==> src/rtl/chooser_select_ctrl.sv <==
`default_nettype none
// ============================================================================
// Module      : chooser_select_ctrl
// Description : Operand registers and debounced / auto-alternating select
//               generator feeding a WIDTH-bit 2:1 chooser.
// Revision    : 1.0 - initial release
// ============================================================================
module chooser_select_ctrl #(
    parameter int WIDTH       = 4,
    parameter int DEB_CYCLES  = 4,
    parameter int AUTO_PERIOD = 8
) (
    input  logic             clk,
    input  logic             rst,
    input  logic             btn,
    input  logic             auto_en,
    input  logic             load,
    input  logic [WIDTH-1:0] a_in,
    input  logic [WIDTH-1:0] b_in,
    output logic [WIDTH-1:0] a,
    output logic [WIDTH-1:0] b,
    output logic             s,
    output logic             toggled
);

    localparam int DEB_W  = $clog2(DEB_CYCLES);
    localparam int AUTO_W = $clog2(AUTO_PERIOD);
    localparam logic [DEB_W-1:0]  DEB_LAST  = DEB_W'(DEB_CYCLES - 1);
    localparam logic [AUTO_W-1:0] AUTO_LAST = AUTO_W'(AUTO_PERIOD - 1);

    typedef enum logic {
        MODE_MANUAL = 1'b0,
        MODE_AUTO   = 1'b1
    } mode_e;

    mode_e              mode_q, mode_d;
    logic               btn_s1_q, btn_s2_q;
    logic               stable_q, stable_d;
    logic               stable_prev_q;
    logic [DEB_W-1:0]   deb_cnt_q, deb_cnt_d;
    logic [AUTO_W-1:0]  auto_cnt_q, auto_cnt_d;
    logic               s_q, s_d;
    logic               toggled_q, toggled_d;
    logic [WIDTH-1:0]   a_q, a_d;
    logic [WIDTH-1:0]   b_q, b_d;
    logic               press;
    logic               auto_tc;
    logic               toggle;

    always_ff @(posedge clk or posedge rst) begin
        if (rst) begin
            mode_q        <= MODE_MANUAL;
            btn_s1_q      <= 1'b0;
            btn_s2_q      <= 1'b0;
            stable_q      <= 1'b0;
            stable_prev_q <= 1'b0;
            deb_cnt_q     <= '0;
            auto_cnt_q    <= '0;
            s_q           <= 1'b0;
            toggled_q     <= 1'b0;
            a_q           <= '0;
            b_q           <= '0;
        end else begin
            mode_q        <= mode_d;
            btn_s1_q      <= btn;
            btn_s2_q      <= btn_s1_q;
            stable_q      <= stable_d;
            stable_prev_q <= stable_q;
            deb_cnt_q     <= deb_cnt_d;
            auto_cnt_q    <= auto_cnt_d;
            s_q           <= s_d;
            toggled_q     <= toggled_d;
            a_q           <= a_d;
            b_q           <= b_d;
        end
    end

    // Debouncer: a differing level must persist DEB_CYCLES edges to be accepted.
    always_comb begin
        deb_cnt_d = '0;
        stable_d  = stable_q;
        if (btn_s2_q != stable_q) begin
            if (deb_cnt_q == DEB_LAST) begin
                stable_d = btn_s2_q;
            end else begin
                deb_cnt_d = deb_cnt_q + DEB_W'(1);
            end
        end
    end

    // Mode FSM and select toggling.
    always_comb begin
        mode_d     = auto_en ? MODE_AUTO : MODE_MANUAL;
        press      = stable_q & ~stable_prev_q;
        // The terminal count is ignored on the edge that leaves AUTO so s freezes.
        auto_tc    = (mode_q == MODE_AUTO) && (mode_d == MODE_AUTO) &&
                     (auto_cnt_q == AUTO_LAST);
        toggle     = press | auto_tc;
        auto_cnt_d = '0;
        if ((mode_q == MODE_AUTO) && (mode_d == MODE_AUTO) && !toggle) begin
            auto_cnt_d = auto_cnt_q + AUTO_W'(1);
        end
        s_d        = s_q ^ toggle;
        toggled_d  = toggle;
    end

    always_comb begin
        a_d = a_q;
        b_d = b_q;
        if (load) begin
            a_d = a_in;
            b_d = b_in;
        end
    end

    assign a       = a_q;
    assign b       = b_q;
    assign s       = s_q;
    assign toggled = toggled_q;

endmodule
`default_nettype wire

==> config.mk <==
export PLATFORM = sky130hd
export DESIGN_NAME = chooser_select_ctrl
export DESIGN_NICKNAME = d
export VERILOG_FILES = /design/src/rtl/chooser_select_ctrl.sv
export SDC_FILE = /design/constraint.sdc
export NUM_CORES = 1
export LEC_CHECK = 0
export BUFFER_PORTS_ARGS = -buffer_cell sky130_fd_sc_hd__buf_4
export CAP_MARGIN = 20
export CORE_AREA = 3 3 46 48
export CTS_CLUSTER_DIAMETER = 30
export CTS_CLUSTER_SIZE = 40
export DETAILED_ROUTE_END_ITERATION = 16
export DIE_AREA = 0 0 49 51
export GPL_ROUTABILITY_DRIVEN = 0
export GPL_TIMING_DRIVEN = 1
export HOLD_SLACK_MARGIN = 0.03
export PLACE_DENSITY_LB_ADDON = 0.2
export SLEW_MARGIN = 30
export SYNTH_ARGS = -nofsm -noshare
export SYNTH_HDL_FRONTEND = slang
export SYNTH_SLANG_ARGS = --single-unit
export TNS_END_PERCENT = 10
==> constraint.sdc <==
create_clock -name clk -period 1.6 [get_ports clk]
set_input_delay 0.16 -clock clk [delete_from_list [all_inputs] [get_ports clk]]
set_output_delay 0.16 -clock clk [all_outputs]
set_load 0.005 [all_outputs]
==> impl_metrics.toml, run 1 <==
[sta]
grt_setup_unrepaired = "false"
timing_worst_slew_pin_value_ps = 247
timing.max_slew.rel_slack_pct = 83.4
maxClockFrequency_mhz = 791
period_minus_slack_ps = 1260
final_hold_slack_ps = 94.6
finalHoldViolations = 0
setup_tns_final_ps = 0
fin_worst_skew_ps = 3.60
finalCritPeriodShare_pct = 79.0
finalSetupViolCount = 0
timing.final.max_slew_violations = 0

[power_and_ir_drop]
power_frac_clock_pct = 22.4
comb_power_share_pct = 23.5
reported_net_switching_power_uw = 303
pwr_density_cell_nw_per_um2 = 1230
p_leak_nw = 0.497
power.share.sequential_pct = 54.0
vdd.ir_drop.worst_mv = 0.686
internal_power_uw = 939
sw_frac_of_total_pct = 24.4

[worst_setup_path]
timing.critical_path.arrival_ps = 1450
critPathKind = "register to register"
worstSetupEndpointType = "register"
timing.critical_path.max_delay_family = "adder cells"
worstSetupStartpointType = "register"
crit_path_top_delay_cell = "sky130_fd_sc_hd__dfrtp_1"
critPathBufInv = 0
path_common_cell = "sky130_fd_sc_hd__ha_1"
critical_path_maximum_fanout = 3
path_cells = "ha_1 > ha_1 > a31o_4 > xor2_2"
required_worst_endpoint_ps = 1790
slowest_delay_ps = 390

[floorplan]
io_pins = 23
placement_rows = 15
die_w_um = 49
die-area_um2 = 2500
die_h_um = 51
initial_utilization_pct = 42.6
coreArea_um2 = 1750

[synth]
synth_edf_count = 0
yosys.area.top_type = "sky130_fd_sc_hd__dfrtp_1"
netlist.area_leader.share_pct = 67.3
postSynthRegisterBits = 20
synth_cells = 45
cell_types_occupying_the_most_area_after_synthesis = "sky130_fd_sc_hd__dfrtp_1, sky130_fd_sc_hd__mux2_2, sky130_fd_sc_hd__ha_1"
syn-cell-area_um2 = 743
yosysWarnings = 0
ys_dominant_reg_cell = "sky130_fd_sc_hd__dfrtp_1"
synth_most_common_cell = "sky130_fd_sc_hd__dfrtp_1"
leading_post_synthesis_cells_by_instance_count = "sky130_fd_sc_hd__dfrtp_1, sky130_fd_sc_hd__mux2_2, sky130_fd_sc_hd__ha_1"
yosysSeqAreaShare_pct = 67.3
average_cell_area_after_synthesis_um2 = 16.5
synth_cell_types = 14
synthesized_nets = 61
asyncSetResetFlopFracSynth_pct = 100

[final_layout]
synthToLayoutAreaGrowth_pct = 35.7
antennaDiodeCount = 0
num-nets-final = 91
total_area_of_multi_input_combinational_cells_um2 = 234
n_fill_cell = 146
layout_cell_share_with_drive_strength_beyond_1_pct = 52.7
sequential_cell_area_um2 = 500

[detailed_routing]
route.final.wire_length_um = 1120
drt_iter0_drc = 0
vias = 429
vias_per_cell = 4.33
drt_first_pass_iters = 1
remaining_drc_errors = 0
ant_nets = 0
routed_wire_length_per_instance_um = 11.3

[global_route]
groute.usage.overall_pct = 10.4
number_of_antenna_violations_at_the_first_check_in_global_routing = 0
grt_start_max_net_pins = 21
wire_length_of_the_first_global_routing_pass_um = 1920
via_count_of_the_first_global_routing_pass = 455
global_route.overflow_total = 0

[worst_hold_path]
min-delay-path-class = "input pin to register"

[clocking]
clkSlewWorstSetupHoldPaths_ps = 110
cts_post_setup_buffers_inserted = 0
clock_path_buffers = 2
insertion_delay_ps = 290
clockRootBuffer = "sky130_fd_sc_hd__clkbuf_4"
ctsHoldBuffers = 3
post_cts_resize_count = 0
cts_num_sinks = 20
numCtsBuffers = 3
htree_num_levels = 1
cts_tree = "yes"

[job]
max_cap_violations = 0

[placed_design]
numPortBuffers = 22
detailed_place_hpwl_um = 881

[run_status]
outcome = "completed"
-- power by group through the flow --
stage,logic [mW],clock network [mW],registers [mW]
after global placement,0.288,0,0.681
final,0.292,0.278,0.671
after detailed placement,0.294,0,0.685
after floorplan,0.173,0,0.679
after CTS,0.300,0.293,0.674
after global routing,0.324,0.321,0.689
-- state kept, by name (all words and copies together), names as in the netlist --
register	cells
s	1
stable_prev_q	1
b	4
deb_cnt_q	2
auto_cnt_q	3
btn_s2_q	1
toggled	1
btn_s1_q	1
a	4
mode_q	1
stable_q	1
-- routing by layer --
metal | wire [um] | up-vias | share of wire (%) | GRT usage (%)
li1 | - | 209 | - | -
met1 | 513 | 208 | 46 | 12.8
met2 | 541 | 12 | 49 | 15.8
met3 | 60 | 0 | 5.4 | 5.83
met4 | 0 | 0 | 0 | 2.84
met5 | 0 | - | 0 | 0
-- cell families after synthesis --
group,synth area share (%)
flops,67.3
mux,13.6
simple gates,7.07
fa+ha+maj,5.05
xor+xnor,3.37
buf+inv,1.18
compound gates,2.36
-- worst paths after layout --
path	from	to	slack [ps]	depth (start not counted)
hold reg to reg	btn_s1_q$_DFF_PP0_	btn_s2_q$_DFF_PP0_	370	0
setup / recovery	auto_cnt_q[0]$_DFF_PP0_	s$_DFF_PP0_	340	4
max in group asynchronous	rst	auto_cnt_q[2]$_DFF_PP0_	960	4
min in group asynchronous	rst	s$_DFF_PP0_	440	4
setup reg to reg	auto_cnt_q[0]$_DFF_PP0_	s$_DFF_PP0_	340	4
hold / removal	a_in[0]	a[0]$_DFFE_PP0P_	90	2
-- final cells by class --
| type | instances | share of cell area (%) |
|---|---|---|
| inverters | 1 | 0.372 |
| repair buffers | 26 | 20.1 |
| clock buffers | 4 | 3.60 |
| multi-input cells | 23 | 23.2 |
| flip-flops and latches | 20 | 49.6 |
| well taps | 25 | 3.10 |
-- placed cells by master (no fill, tap or decap), drive strengths merged --
cell | Yosys | routed
a31o | 1 | 1
and2 | 2 | 2
buf | 1 | 23
clkbuf | 0 | 4
dfrtp | 20 | 20
dlygate4sd3 | 0 | 3
ha | 3 | 3
inv | 1 | 1
mux2 | 9 | 9
nand2 | 1 | 1
nor2b | 2 | 2
nor3 | 2 | 2
nor4 | 1 | 1
xnor2 | 1 | 1
xor2 | 1 | 1
-- through the flow --
step | setup WS [ps] | area (um2) | std cells | utilization [%] | total power, mW
2_1_floorplan | 370 | 743 | 45 | - | 0.852
3_3_place_gp | 361 | 942 | 92 | 54.0 | 0.969
3_5_place_dp | 340 | 942 | 92 | 54.0 | 0.979
4_1_cts | 327 | 1010 | 99 | 57.8 | 1.27
5_1_grt | 268 | 1010 | 99 | 57.8 | 1.33
6_report | 335 | 1010 | 99 | 57.8 | 1.24
No activity file was read; power rests on OpenSTA's default activity.
==> run 2, diff against run 1 <==
==> constraint.sdc (replaced) <==
create_clock -name clk -period 1.1 [get_ports clk]
set_input_delay 0.11 -clock clk [delete_from_list [all_inputs] [get_ports clk]]
set_output_delay 0.11 -clock clk [all_outputs]
set_load 0.005 [all_outputs]
==> impl_metrics.toml, run 2 (synthesis results as in run 1) <==
[run_status]
outcome = "finished, violations left"
violated_checks = "setup timing"

[floorplan]
initial_utilization_pct = 42.6
placement_rows = 15
die-area_um2 = 2500
coreArea_um2 = 1750
die_w_um = 49
io_pins = 23
die_h_um = 51

[final_layout]
layout_cell_share_with_drive_strength_beyond_1_pct = 54.3
synthToLayoutAreaGrowth_pct = 49.3
num-nets-final = 98
mostFrequentLayoutCell = "sky130_fd_sc_hd__buf_4"
n_fill_cell = 134
instances_no_fill = 106
antennaDiodeCount = 0
final_cell_mix = "sky130_fd_sc_hd__buf_4, sky130_fd_sc_hd__dfrtp_1, sky130_fd_sc_hd__mux2_2, sky130_fd_sc_hd__dlygate4sd3_1, sky130_fd_sc_hd__clkbuf_4"

[worst_setup_path]
critPathKind = "register to register"
required_worst_endpoint_ps = 1300
worstSetupStartpointType = "register"
slowest_delay_ps = 410
worst_r2r_startpoint = "auto_cnt_q[0]$_DFF_PP0_"
r2r_setup_slack_ps = -110
critPathBufInv = 0
rr_endpoint = "s$_DFF_PP0_"
worstSetupEndpointType = "register"
timing.critical_path.arrival_ps = 1410
path_cells = "ha_2 > ha_4 > a31o_4 > xor2_2"
critical_path.startpoint = "auto_cnt_q[0]$_DFF_PP0_"
critical_path_maximum_fanout = 3
crit_path_top_delay_cell = "sky130_fd_sc_hd__dfrtp_1"
timing.critical_path.max_delay_family = "flip-flops"
reg2reg_depth = 4

[power_and_ir_drop]
pwr_density_cell_nw_per_um2 = 1850
vdd.ir_drop.worst_mv = 0.907
p_leak_nw = 0.532

[sta]
timing.final.max_slew_violations = 0
final_hold_slack_ps = 39.8
timing.max_slew.rel_slack_pct = 83.5
finalHoldViolations = 0
timing_worst_slew_pin_value_ps = 248
grt_setup_unrepaired = "true"
fin_worst_skew_ps = 11.7
maxClockFrequency_mhz = 826
period_minus_slack_ps = 1210
setup_tns_final_ps = -225
finalCritPeriodShare_pct = 110
final_critical_path_setup_slack_ps = -111
finalSetupViolCount = 4

[global_route]
grt_start_max_net_pins = 21
wire_length_of_the_first_global_routing_pass_um = 2010
number_of_antenna_violations_at_the_first_check_in_global_routing = 0
via_count_of_the_first_global_routing_pass = 488
groute.usage.overall_pct = 10.7
global_route.overflow_total = 0

[detailed_routing]
routed_wire_length_per_instance_um = 11.3
drt_iter0_drc = 0
remaining_drc_errors = 0
vias_per_cell = 4.49
vias = 476
route.final.wire_length_um = 1200
drt_first_pass_iters = 1
ant_nets = 0

[placed_design]
dpl.cell_count = 93
detailed_place_hpwl_um = 802
numPortBuffers = 22

[clocking]
cts_num_sinks = 20
cts_tree = "yes"
htree_num_levels = 1
clockRootBuffer = "sky130_fd_sc_hd__clkbuf_4"
clkSlewWorstSetupHoldPaths_ps = 120
insertion_delay_ps = 300
clock_path_buffers = 2
numCtsBuffers = 3

[job]
max_cap_violations = 0

[worst_hold_path]
worst_hold_startpoint = "b_in[2]"
timing.hold.worst_endpoint = "b[2]$_DFFE_PP0P_"
min-delay-path-class = "input pin to register"
holdPathStages = 2
## run 2: cell count changes in the layout (fill, tap and decap cells not counted)
cell,previous run,this run
sky130_fd_sc_hd__bufinv_16,0,1
sky130_fd_sc_hd__nor3_1,2,1
sky130_fd_sc_hd__dlygate4sd3_1,3,8
sky130_fd_sc_hd__ha_1,3,1
sky130_fd_sc_hd__ha_2,0,1
sky130_fd_sc_hd__buf_4,23,25
sky130_fd_sc_hd__ha_4,0,1
sky130_fd_sc_hd__clkbuf_8,1,0
sky130_fd_sc_hd__nor3_2,0,1
## run 2: per-layer routing
layer | vias to the layer above | GRT usage, % | wire length [um]
met1 | 234 | 11.9 | 509
met5 | - | 0 | 0
met4 | 0 | 5.69 | 0
li1 | 223 | - | -
met3 | 0 | 4.66 | 87
met2 | 19 | 17.4 | 603
## run 2: how the worst max path moves through the flow
stage,depth (start not counted),end,slack (ps)
global route,4,s$_DFF_PP0_,-160
floorplan,4,s$_DFF_PP0_,-60
CTS,4,s$_DFF_PP0_,-100
detailed placement,4,s$_DFF_PP0_,-90
finish,4,s$_DFF_PP0_,-110
global placement,4,s$_DFF_PP0_,-70
## run 2: repair_timing
item / in CTS / in global routing
hold endpoints to repair: 24 / 3
gates resized for setup: 0 / 1
hold buffers: 5 / 3
setup buffers: 0 / 1
pin swaps: 0 / 0
setup endpoints to repair: 4 / 5
## run 2: final cells by class
type                    instances  area, um2  area share, %
repair buffers                 33        268           24.1
multi-input cells              23        254           22.9
clock inverters                 1       30.0           2.71
well taps                      25       31.3           2.82
flip-flops and latches         20        500           45.1
clock buffers                   3       22.5           2.03
inverters                       1       3.75          0.338
## run 2: metrics by stage
stage	setup WS (ps)	area, um2	util [%]	power, mW
final	-111	1110	63.6	2.06
after global routing	-160	1110	63.6	2.18
after CTS	-103	1070	61.1	2.06
after detailed placement	-90.3	965	55.3	1.45
after global placement	-68.9	965	55.3	1.44
after floorplan	-60.8	758	-	1.24
## run 2: where the power goes
| group | switching (mW) | internal, mW | total (mW) | leakage (nW) |
|---|---|---|---|---|
| Combinational | 0.173 | 0.326 | 0.499 | 0.260 |
| Sequential | 0.0849 | 0.883 | 0.968 | 0.244 |
| Clock | 0.221 | 0.368 | 0.590 | 0.0279 |
==> run 3, diff against run 2 <==
==> constraint.sdc (replaced) <==
create_clock -name clk -period 1.1 [get_ports clk]
set_input_delay 0.165 -clock clk [delete_from_list [all_inputs] [get_ports clk]]
set_output_delay 0.165 -clock clk [all_outputs]
set_load 0.005 [all_outputs]
==> impl_metrics.toml, run 3 (synthesis results as in run 1) <==
[run_status]
outcome = "finished, violations left"
violated_checks = "setup timing"

[sta]
period_minus_slack_ps = 1210
setup_tns_final_ps = -224
final_hold_slack_ps = 87.0
finalSetupViolCount = 4
timing_worst_slew_pin_value_ps = 249
final_critical_path_setup_slack_ps = -111
timing.max_slew.rel_slack_pct = 83.4
timing.final.max_slew_violations = 0
finalCritPeriodShare_pct = 110
fin_worst_skew_ps = 11.4
maxClockFrequency_mhz = 826
finalHoldViolations = 0
grt_setup_unrepaired = "true"

[global_route]
groute.usage.overall_pct = 10.4
number_of_antenna_violations_at_the_first_check_in_global_routing = 0
via_count_of_the_first_global_routing_pass = 477
wire_length_of_the_first_global_routing_pass_um = 1940
grt_start_max_net_pins = 21
global_route.overflow_total = 0

[power_and_ir_drop]
vdd.ir_drop.worst_mv = 0.906
power_frac_clock_pct = 28.9
p_leak_nw = 0.511
power.share.sequential_pct = 47.4
comb_power_share_pct = 23.7
internal_power_mw = 1.56
pwr_density_cell_nw_per_um2 = 1920
reported_net_switching_power_uw = 474
total_power_mw = 2.04
sw_frac_of_total_pct = 23.3

[final_layout]
final_cell_mix = "sky130_fd_sc_hd__buf_4, sky130_fd_sc_hd__dfrtp_1, sky130_fd_sc_hd__mux2_2, sky130_fd_sc_hd__clkbuf_4, sky130_fd_sc_hd__dlygate4sd3_1"
layout_cell_share_with_drive_strength_beyond_1_pct = 57.9
mostFrequentLayoutCell = "sky130_fd_sc_hd__buf_4"
sequential_cell_area_um2 = 500
synthToLayoutAreaGrowth_pct = 42.6
num-nets-final = 93
n_fill_cell = 140
total_area_of_multi_input_combinational_cells_um2 = 254
antennaDiodeCount = 0

[clocking]
cts_tree = "yes"
htree_num_levels = 1
numCtsBuffers = 3
insertion_delay_ps = 300
cts_num_sinks = 20
clockRootBuffer = "sky130_fd_sc_hd__clkbuf_4"
clkSlewWorstSetupHoldPaths_ps = 120
clock_path_buffers = 2

[placed_design]
detailed_place_hpwl_um = 802
numPortBuffers = 22

[floorplan]
io_pins = 23
coreArea_um2 = 1750
placement_rows = 15
die_h_um = 51
die-area_um2 = 2500
initial_utilization_pct = 42.6
die_w_um = 49

[worst_setup_path]
timing.critical_path.arrival_ps = 1410
worst_r2r_startpoint = "auto_cnt_q[0]$_DFF_PP0_"
worstSetupStartpointType = "register"
critical_path_maximum_fanout = 3
worstSetupEndpointType = "register"
required_worst_endpoint_ps = 1300
critPathKind = "register to register"
critical_path.startpoint = "auto_cnt_q[0]$_DFF_PP0_"

[detailed_routing]
route.final.wire_length_um = 1110
vias_per_cell = 4.51
ant_nets = 0
routed_wire_length_per_instance_um = 10.9
remaining_drc_errors = 0
vias = 456
drt_first_pass_iters = 1
drt_iter0_drc = 0

[job]
max_cap_violations = 0

[worst_hold_path]
worst_hold_startpoint = "a_in[2]"
min-delay-path-class = "input pin to register"
==> run 3: cell types whose count changed in the layout (fill, tap and decap cells not counted), sizes merged <==
cell / change
dlygate4sd3: -5
==> run 3: worst max-delay path: stages (launching register included) <==
cell and delay, ps:
sky130_fd_sc_hd__dfrtp_1 410, sky130_fd_sc_hd__ha_2 190, sky130_fd_sc_hd__ha_4 160, sky130_fd_sc_hd__a31o_4 220, sky130_fd_sc_hd__xor2_2 130
==> run 3: path summary, 6_finish.rpt <==
| path | end | slack (ps) | cells after the start |
|---|---|---|---|
| worst max-delay path | s$_DFF_PP0_ | -110 | 4 |
| worst min-delay path | a[2]$_DFFE_PP0P_ | 90 | 2 |
| worst max register to register | s$_DFF_PP0_ | -110 | 4 |
| worst min register to register | btn_s2_q$_DFF_PP0_ | 360 | 0 |
| max in group asynchronous | stable_q$_DFFE_PP0P_ | 450 | 4 |
| min in group asynchronous | b[1]$_DFFE_PP0P_ | 430 | 4 |
==> run 3: final cells by class <==
type | instances | area share, %
Clock inverter | 1 | 2.83
Timing Repair Buffer | 28 | 20.5
Clock buffer | 3 | 2.13
Multi-Input combinational cell | 23 | 24.0
Tap cell | 25 | 2.95
Sequential cell | 20 | 47.2
Inverter | 1 | 0.354
==> run 3: layer usage <==
layer,vias up,GRT usage (%),share of wire [%]
met1,225,11.3,42
met2,19,16.7,50
met4,0,5.69,0
li1,212,-,-
met5,-,0,0
met3,0,4.96,8.5
==> run 3: what timing repair did <==
item | CTS | global route
gates resized for setup | 0 | 1
pin swaps | 0 | 0
buffers inserted | 0 | 1
setup endpoints to repair | 4 | 5
hold buffers | 3 | 0
endpoints found under the hold margin | 22 | 0
==> run 3: power groups by stage <==
stage	Combinational [mW]	Clock [mW]	Sequential (mW)
2_1_floorplan	0.253	0	0.989
3_3_place_gp	0.459	0	0.981
3_5_place_dp	0.469	0	0.983
4_1_cts	0.478	0.606	0.970
5_1_grt	0.538	0.636	0.989
6_report	0.483	0.589	0.967
==> run 3: stage by stage <==
stage / util (%) / cell area [um2] / std cells / setup WS [ps]
6_report: 60.7 / 1060 / 101 / -111
5_1_grt: 60.7 / 1060 / 101 / -160
4_1_cts: 60.0 / 1050 / 100 / -103
3_5_place_dp: 55.3 / 965 / 93 / -90.3
3_3_place_gp: 55.3 / 965 / 93 / -68.9
2_1_floorplan: - / 758 / 45 / -60.8
